===== config.mk =====
export PLATFORM = sky130hd
export DESIGN_NAME = mux_pipe_stage
export DESIGN_NICKNAME = d
export VERILOG_FILES = /design/src/rtl/mux_pipe_stage.sv
export SDC_FILE = /design/constraint.sdc
export NUM_CORES = 1
export LEC_CHECK = 0
export ABC_AREA = 0
export CAP_MARGIN = 10
export CORE_MARGIN = 1
export CORE_UTILIZATION = 46
export DETAILED_ROUTE_END_ITERATION = 12
export GPL_ROUTABILITY_DRIVEN = 0
export PLACE_DENSITY = 0.84
export RECOVER_POWER = 100
export SLEW_MARGIN = 20
export SYNTH_ARGS = -nofsm -noshare
export SYNTH_HDL_FRONTEND = slang
export SYNTH_SLANG_ARGS = --single-unit
export TNS_END_PERCENT = 20

===== constraint.sdc =====
create_clock -name clk -period 3.3 [get_ports clk]
set_input_delay 0.33 -clock clk [delete_from_list [all_inputs] [get_ports clk]]
set_output_delay 0.33 -clock clk [all_outputs]
set_load 0.05 [all_outputs]

===== src/rtl/mux_pipe_stage.sv =====
`default_nettype none
// ============================================================================
//  Module   : mux_pipe_stage
//  Purpose  : N-way registered multiplexer behind a valid/ready handshake,
//             with a 2-entry skid buffer and flush support.
//  Revision : 1.0 - initial release
// ============================================================================
module mux_pipe_stage #(
    parameter int n    = 32,
    parameter int CH   = 4,
    parameter int SELW = $clog2(CH)
) (
    input  logic              clk,
    input  logic              rst,
    input  logic [CH*n-1:0]   in_data,
    input  logic [SELW-1:0]   sel,
    input  logic              in_valid,
    output logic              in_ready,
    input  logic              flush,
    output logic [n-1:0]      out_data,
    output logic              out_err,
    output logic              out_valid,
    input  logic              out_ready
);

    typedef enum logic [1:0] {
        S_EMPTY = 2'd0,
        S_ONE   = 2'd1,
        S_FULL  = 2'd2
    } state_t;

    state_t         r_state_q;
    state_t         w_state_d;
    logic [n-1:0]   r_main_data_q;
    logic [n-1:0]   w_main_data_d;
    logic           r_main_err_q;
    logic           w_main_err_d;
    logic [n-1:0]   r_skid_data_q;
    logic [n-1:0]   w_skid_data_d;
    logic           r_skid_err_q;
    logic           w_skid_err_d;
    logic [n-1:0]   w_mux_data;
    logic           w_mux_err;
    logic           w_accept;
    logic           w_drain;

    // An unmatched select (only reachable when CH is not a power of two)
    // yields zero data flagged with err.
    always_comb begin
        w_mux_data = '0;
        w_mux_err  = 1'b1;
        for (int k = 0; k < CH; k++) begin
            if (sel == SELW'(k)) begin
                w_mux_data = in_data[k*n +: n];
                w_mux_err  = 1'b0;
            end
        end
    end

    assign in_ready  = !rst && (r_state_q != S_FULL);
    assign out_valid = (r_state_q != S_EMPTY);
    assign out_data  = r_main_data_q;
    assign out_err   = r_main_err_q;
    assign w_accept  = in_valid && in_ready;
    assign w_drain   = out_valid && out_ready;

    always_comb begin
        w_state_d     = r_state_q;
        w_main_data_d = r_main_data_q;
        w_main_err_d  = r_main_err_q;
        w_skid_data_d = r_skid_data_q;
        w_skid_err_d  = r_skid_err_q;
        if (flush) begin
            w_state_d = S_EMPTY;
        end else begin
            case (r_state_q)
                S_EMPTY: begin
                    if (w_accept) begin
                        w_state_d     = S_ONE;
                        w_main_data_d = w_mux_data;
                        w_main_err_d  = w_mux_err;
                    end
                end
                S_ONE: begin
                    if (w_accept && w_drain) begin
                        w_main_data_d = w_mux_data;
                        w_main_err_d  = w_mux_err;
                    end else if (w_accept) begin
                        w_state_d     = S_FULL;
                        w_skid_data_d = w_mux_data;
                        w_skid_err_d  = w_mux_err;
                    end else if (w_drain) begin
                        w_state_d = S_EMPTY;
                    end
                end
                S_FULL: begin
                    if (w_drain) begin
                        w_state_d     = S_ONE;
                        w_main_data_d = r_skid_data_q;
                        w_main_err_d  = r_skid_err_q;
                    end
                end
                default: begin
                    w_state_d = S_EMPTY;
                end
            endcase
        end
    end

    always_ff @(posedge clk) begin
        if (rst) begin
            r_state_q     <= S_EMPTY;
            r_main_data_q <= '0;
            r_main_err_q  <= 1'b0;
            r_skid_data_q <= '0;
            r_skid_err_q  <= 1'b0;
        end else begin
            r_state_q     <= w_state_d;
            r_main_data_q <= w_main_data_d;
            r_main_err_q  <= w_main_err_d;
            r_skid_data_q <= w_skid_data_d;
            r_skid_err_q  <= w_skid_err_d;
        end
    end

endmodule
`default_nettype wire


; Yosys cells after proc, flatten, opt, wreduce, memory -nomap -nowiden
; Cells that the tools add are included.
[totals]
regBits = 68
in_bits = 135
wordCells = 53
[classes]
n_eq_ne = 11
muxes = 22
bitwise = 2
reduce_logical = 13
[ops]
columns = op, n
row1 = $mux 32, 7
row2 = $pmux 32 s3, 1
row3 = $mux 2, 5
row4 = $ne 2x2->1 const B, 5
row5 = $reduce_and 4->1, 2
row6 = $mux 1, 7
row7 = $eq 2x2->1 const B, 3
row8 = $pmux 2 s3, 1
row9 = $reduce_and 5->1, 1
row10 = $eq 2x1->1 const B, 2
row11 = $logic_and 1x1->1, 4
row12 = $logic_not 2->1, 2
row13 = $ne 3x3->1 const B, 1
row14 = $pmux 1 s3, 1
row15 = $reduce_bool 3->1, 1
row16 = $not 1->1, 2
row17 = $reduce_bool 2->1, 1
row18 = $reduce_or 2->1, 1
row19 = $logic_not 1->1, 1

; Depth between registers and ports, before layout
[logic_depth]
word_depth = 7
depth_mapped = 6
depth_no_buf = 3

; Least setup slack after synthesis
; OpenSTA, ideal clock, no wires.
[synth_timing]
path_type = input-to-output
from = input rst
to = output in_ready
arrival_time_ns = 1.430
t_required_ns = 2.970
setup_slack_ns = 1.540
cell_stages = 3
n_path_buf = 2
cell_sequence = clkbuf_1 > clkbuf_1 > nor2_1
[synth_between]
elab_chain_len = 2
[synth_rtl]
columns = element, line_no
row1 = from (decl), 14  ; input logic rst,
row2 = $logic_not 1->1, 60  ; assign in_ready = !rst && (r_state_q != S_FULL);
row3 = $logic_and 1x1->1, 60
row4 = to (decl), 18  ; output logic in_ready,
; Every way passes these cells.

; Final worst setup path
[layout_timing]
from = input flush
to = register r_main_data_q[11], in the netlist out_data[11]
[layout_between]
elab_chain_len = 2
[layout_rtl]
columns = element, line_no
row1 = from (decl), 19  ; input logic flush,
row2 = $not 1->1 (no line), --
row3 = $reduce_and 5->1 (no line), --
row4 = to (signal assigned), 119  ; r_main_data_q <= w_main_data_d;
row5 = to (decl), 34  ; logic [n-1:0] r_main_data_q;
; Every way passes these cells.
; A chain may end at the register's enable or synchronous reset.

==> qor.csv <==
stage;metric;value;unit
sta;Final period util;82.0;%
logic_synthesis;number of synthesized flops with an enable pin;0;
worst_setup_path;slowest cell on the critical path;or2_0;
run;max cap viols;1;
logic_synthesis;Avg Cell Area, Syn;10.4;µm²
power;worst-case vdd ir drop;0.000190;V
floorplanning;Vert. Die Dim;92.7;µm
worst_setup_path;Worst path max stage delay;1.37;ns
place;I/O Buffers;169;
status;failing checks;capacitance limit, slew limit;
finish;post-route insts no fill;617;
drt;remaining antenna violation count;0;
global_routing;initial antenna violation count;0;
clocking;Root Buffer Master;clkbuf_8;
worst_setup_path;CP Cell Sequence;dlygate4sd3_1, or2_0, o32ai_1;
floorplanning;Die ar.;0.00860;mm²
worst_setup_path;Startpoint Class;input port;
sta;Slew Viols, Final;31;
drt;Residual DRC;0;
clocking;Post-CTS Hold Fix Bufs;0;
logic_synthesis;post-synthesis sequential area ratio;36.0;%
worst_setup_path;crit path capture type;flop;
finish;layout cell share with drive strength beyond 1;13.2;%
drt;vias per std cell;6.00;
logic_synthesis;Mapped Cells;363;
worst_hold_path;Hold Crit Class;reg -> reg;
clocking;CTS Sinks;68;
sta;Final Skew;0.0106;ns
clocking;post-CTS setup buffer count;0;
logic_synthesis;Distinct cells, synth;34;
floorplanning;Die Width;92.7;µm
power;pwr dens;400;mW/mm²
status;outcome;finished with violations;
worst_setup_path;critical-path maximum fanout;30;
sta;Worst Tran Pin Value;1.81;ns
sta;setup TNS;0;ns
sta;final hold vios;0;
clocking;clk_lat worst skew;0.34;ns
global_routing;gr ovfl total;0;
logic_synthesis;Mapped Area;0.00379;mm²
worst_setup_path;WP data required;3.44;ns
worst_setup_path;Buf/Inv on CP;1;
floorplanning;core area;0.00785;mm²
clocking;CTS tree;yes;
drt;Initial DRC Count;222;
place;HPWL after detailed placement;8000;µm
place;Cells after DPL;602;
drt;routed via count;3704;
global_routing;GR Util All Layers;27.3;%
global_routing;largest net degree at the start of global routing;44;
floorplanning;# rows;32;
worst_setup_path;delay-heaviest family, CP;simple AND/OR/NAND/NOR gates;
clocking;CTS resizes;0;
logic_synthesis;Synth Register Bits;68;
drt;1st-pass router iterations;5;
clocking;Max Root-Sink Buffers;2;
clocking;CTS buffer count;9;
clocking;H-tree depth;3;
logic_synthesis;post-synthesis async set-or-reset flop share;0;%
floorplanning;starting density of the core;48.2;%
finish;final net count;646;
drt;Wirelength per Cell;18.8;µm
floorplanning;I/O pin total;170;
drt;final WL;11600;µm
global_routing;vias in the first global route;3705;
finish;# diodes;0;
sta;maximum clock frequency;0.370;GHz
global_routing;first-pass GRT wire length;18100;µm
logic_synthesis;number of synthesis warnings;0;
worst_setup_path;type of the worst setup path;in -> reg;
sta;RSZ-0062 raised after global routing;false;
power;Pleak;2.20;nW
finish;P&R area growth vs syn;49.8;%
sta;final setup vio count;0;
sta;Relative slew margins;-20.7;%
worst_setup_path;CP Data Arrival Time;2.85;ns
clocking;clk slew on worst S/H paths;0.08;ns
logic_synthesis;syn nets;498;
sta;fin crit period;2.70;ns
logic_synthesis;top_reg_cell synth;dfxtp_1;
layout by cell type, fill, tap and decap left out, drive strengths merged, types with 28 or more instances in the layout:
master	n
clkdlybuf4s50	129
dfxtp	68
a21oi	37
dlygate4sd3	37
mux2i	34
nand3	33
o21ai	32
mux4	32
inv	29
o32ai	28
synth_stat cells (3+ instances only):
cell / n / area (µm²)
dfxtp_1: 68 / 1360
a21oi_1: 37 / 185
mux2i_1: 34 / 340
nand3_1: 33 / 165
mux4_2: 32 / 721
o21ai_0: 32 / 160
inv_1: 29 / 109
o32ai_1: 28 / 245
buf_2: 18 / 90.1
clkbuf_1: 13 / 48.8
a221oi_2: 4 / 60.1
buf_4: 3 / 22.5
nand3b_1: 3 / 22.5
path summary, 6_finish.rpt:
path | start | end | slack [ns] | depth (start not counted)
hold reg to reg | out_data[27] | out_data[27] | 0.46 | 2
hold / removal | out_data[27] | out_data[27] | 0.46 | 2
setup / recovery | flush | out_data[11] | 0.60 | 3
setup reg to reg | r_state_q[1] | out_data[11] | 1.01 | 4
area by class of cell:
class	instances	area [µm²]
clock buffers	9	124
clock inverters	6	114
fillers	593	2180
inverters	29	109
multi-input cells	227	2110
flip-flops and latches	68	1360
well taps	102	128
repair buffers	176	1730
report_power, final:
part	switching (W)	internal [W]	total, W
combinational	0.000283	0.000288	0.000571
clock	0.000329	0.000499	0.000828
sequential	0.0000191	0.000852	0.000871
worst min-delay path: cells and delay by family, from the launching register on:
family,cells,cell delay (ns)
DFF,1,0.31
buffers and inverters,1,0.05
AOI/OAI and AO/OA,1,0.05
per-layer routing:
metal	wire length, µm	track usage (%)	vias up
li1	-	-	1688
met3	898	6.57	20
met4	172	7.56	0
met1	4190	32.0	1794
met5	0	0	-
met2	6310	49.4	202
kinds of logic (layout without fill, tap and decap cells):
| group | after synthesis | count (layout) | synth area share (%) |
|---|---|---|---|
| AO/OA/AOI/OAI | 108 | 108 | 19.6 |
| AND/OR/NAND/NOR | 53 | 53 | 8.39 |
| flip-flops | 68 | 68 | 36.0 |
| buffers and inverters | 68 | 220 | 8.06 |
| multiplexers | 66 | 66 | 28.0 |
state kept, by name, indices dropped and copies added (netlist names):
signal / flops
out_data: 32
r_skid_data_q: 32
r_state_q: 2
out_err: 1
r_skid_err_q: 1
metrics by stage:
step / hold slack (ns) / utilization [%] / total power (W) / setup WS (ns) / area [µm²]
finish: 0.456 / 72.3 / 0.00227 / 0.595 / 5670
CTS: 0.461 / 72.6 / 0.00229 / 1.00 / 5700
global route: 0.475 / 72.3 / 0.00235 / 0.484 / 5670
detailed placement: 0.448 / 69.6 / 0.00147 / 0.791 / 5460
floorplan: 0.445 / - / 0.00121 / 1.54 / 3790
global placement: 0.442 / 69.6 / 0.00146 / 0.891 / 5460
(Power assumes the default switching activity.)
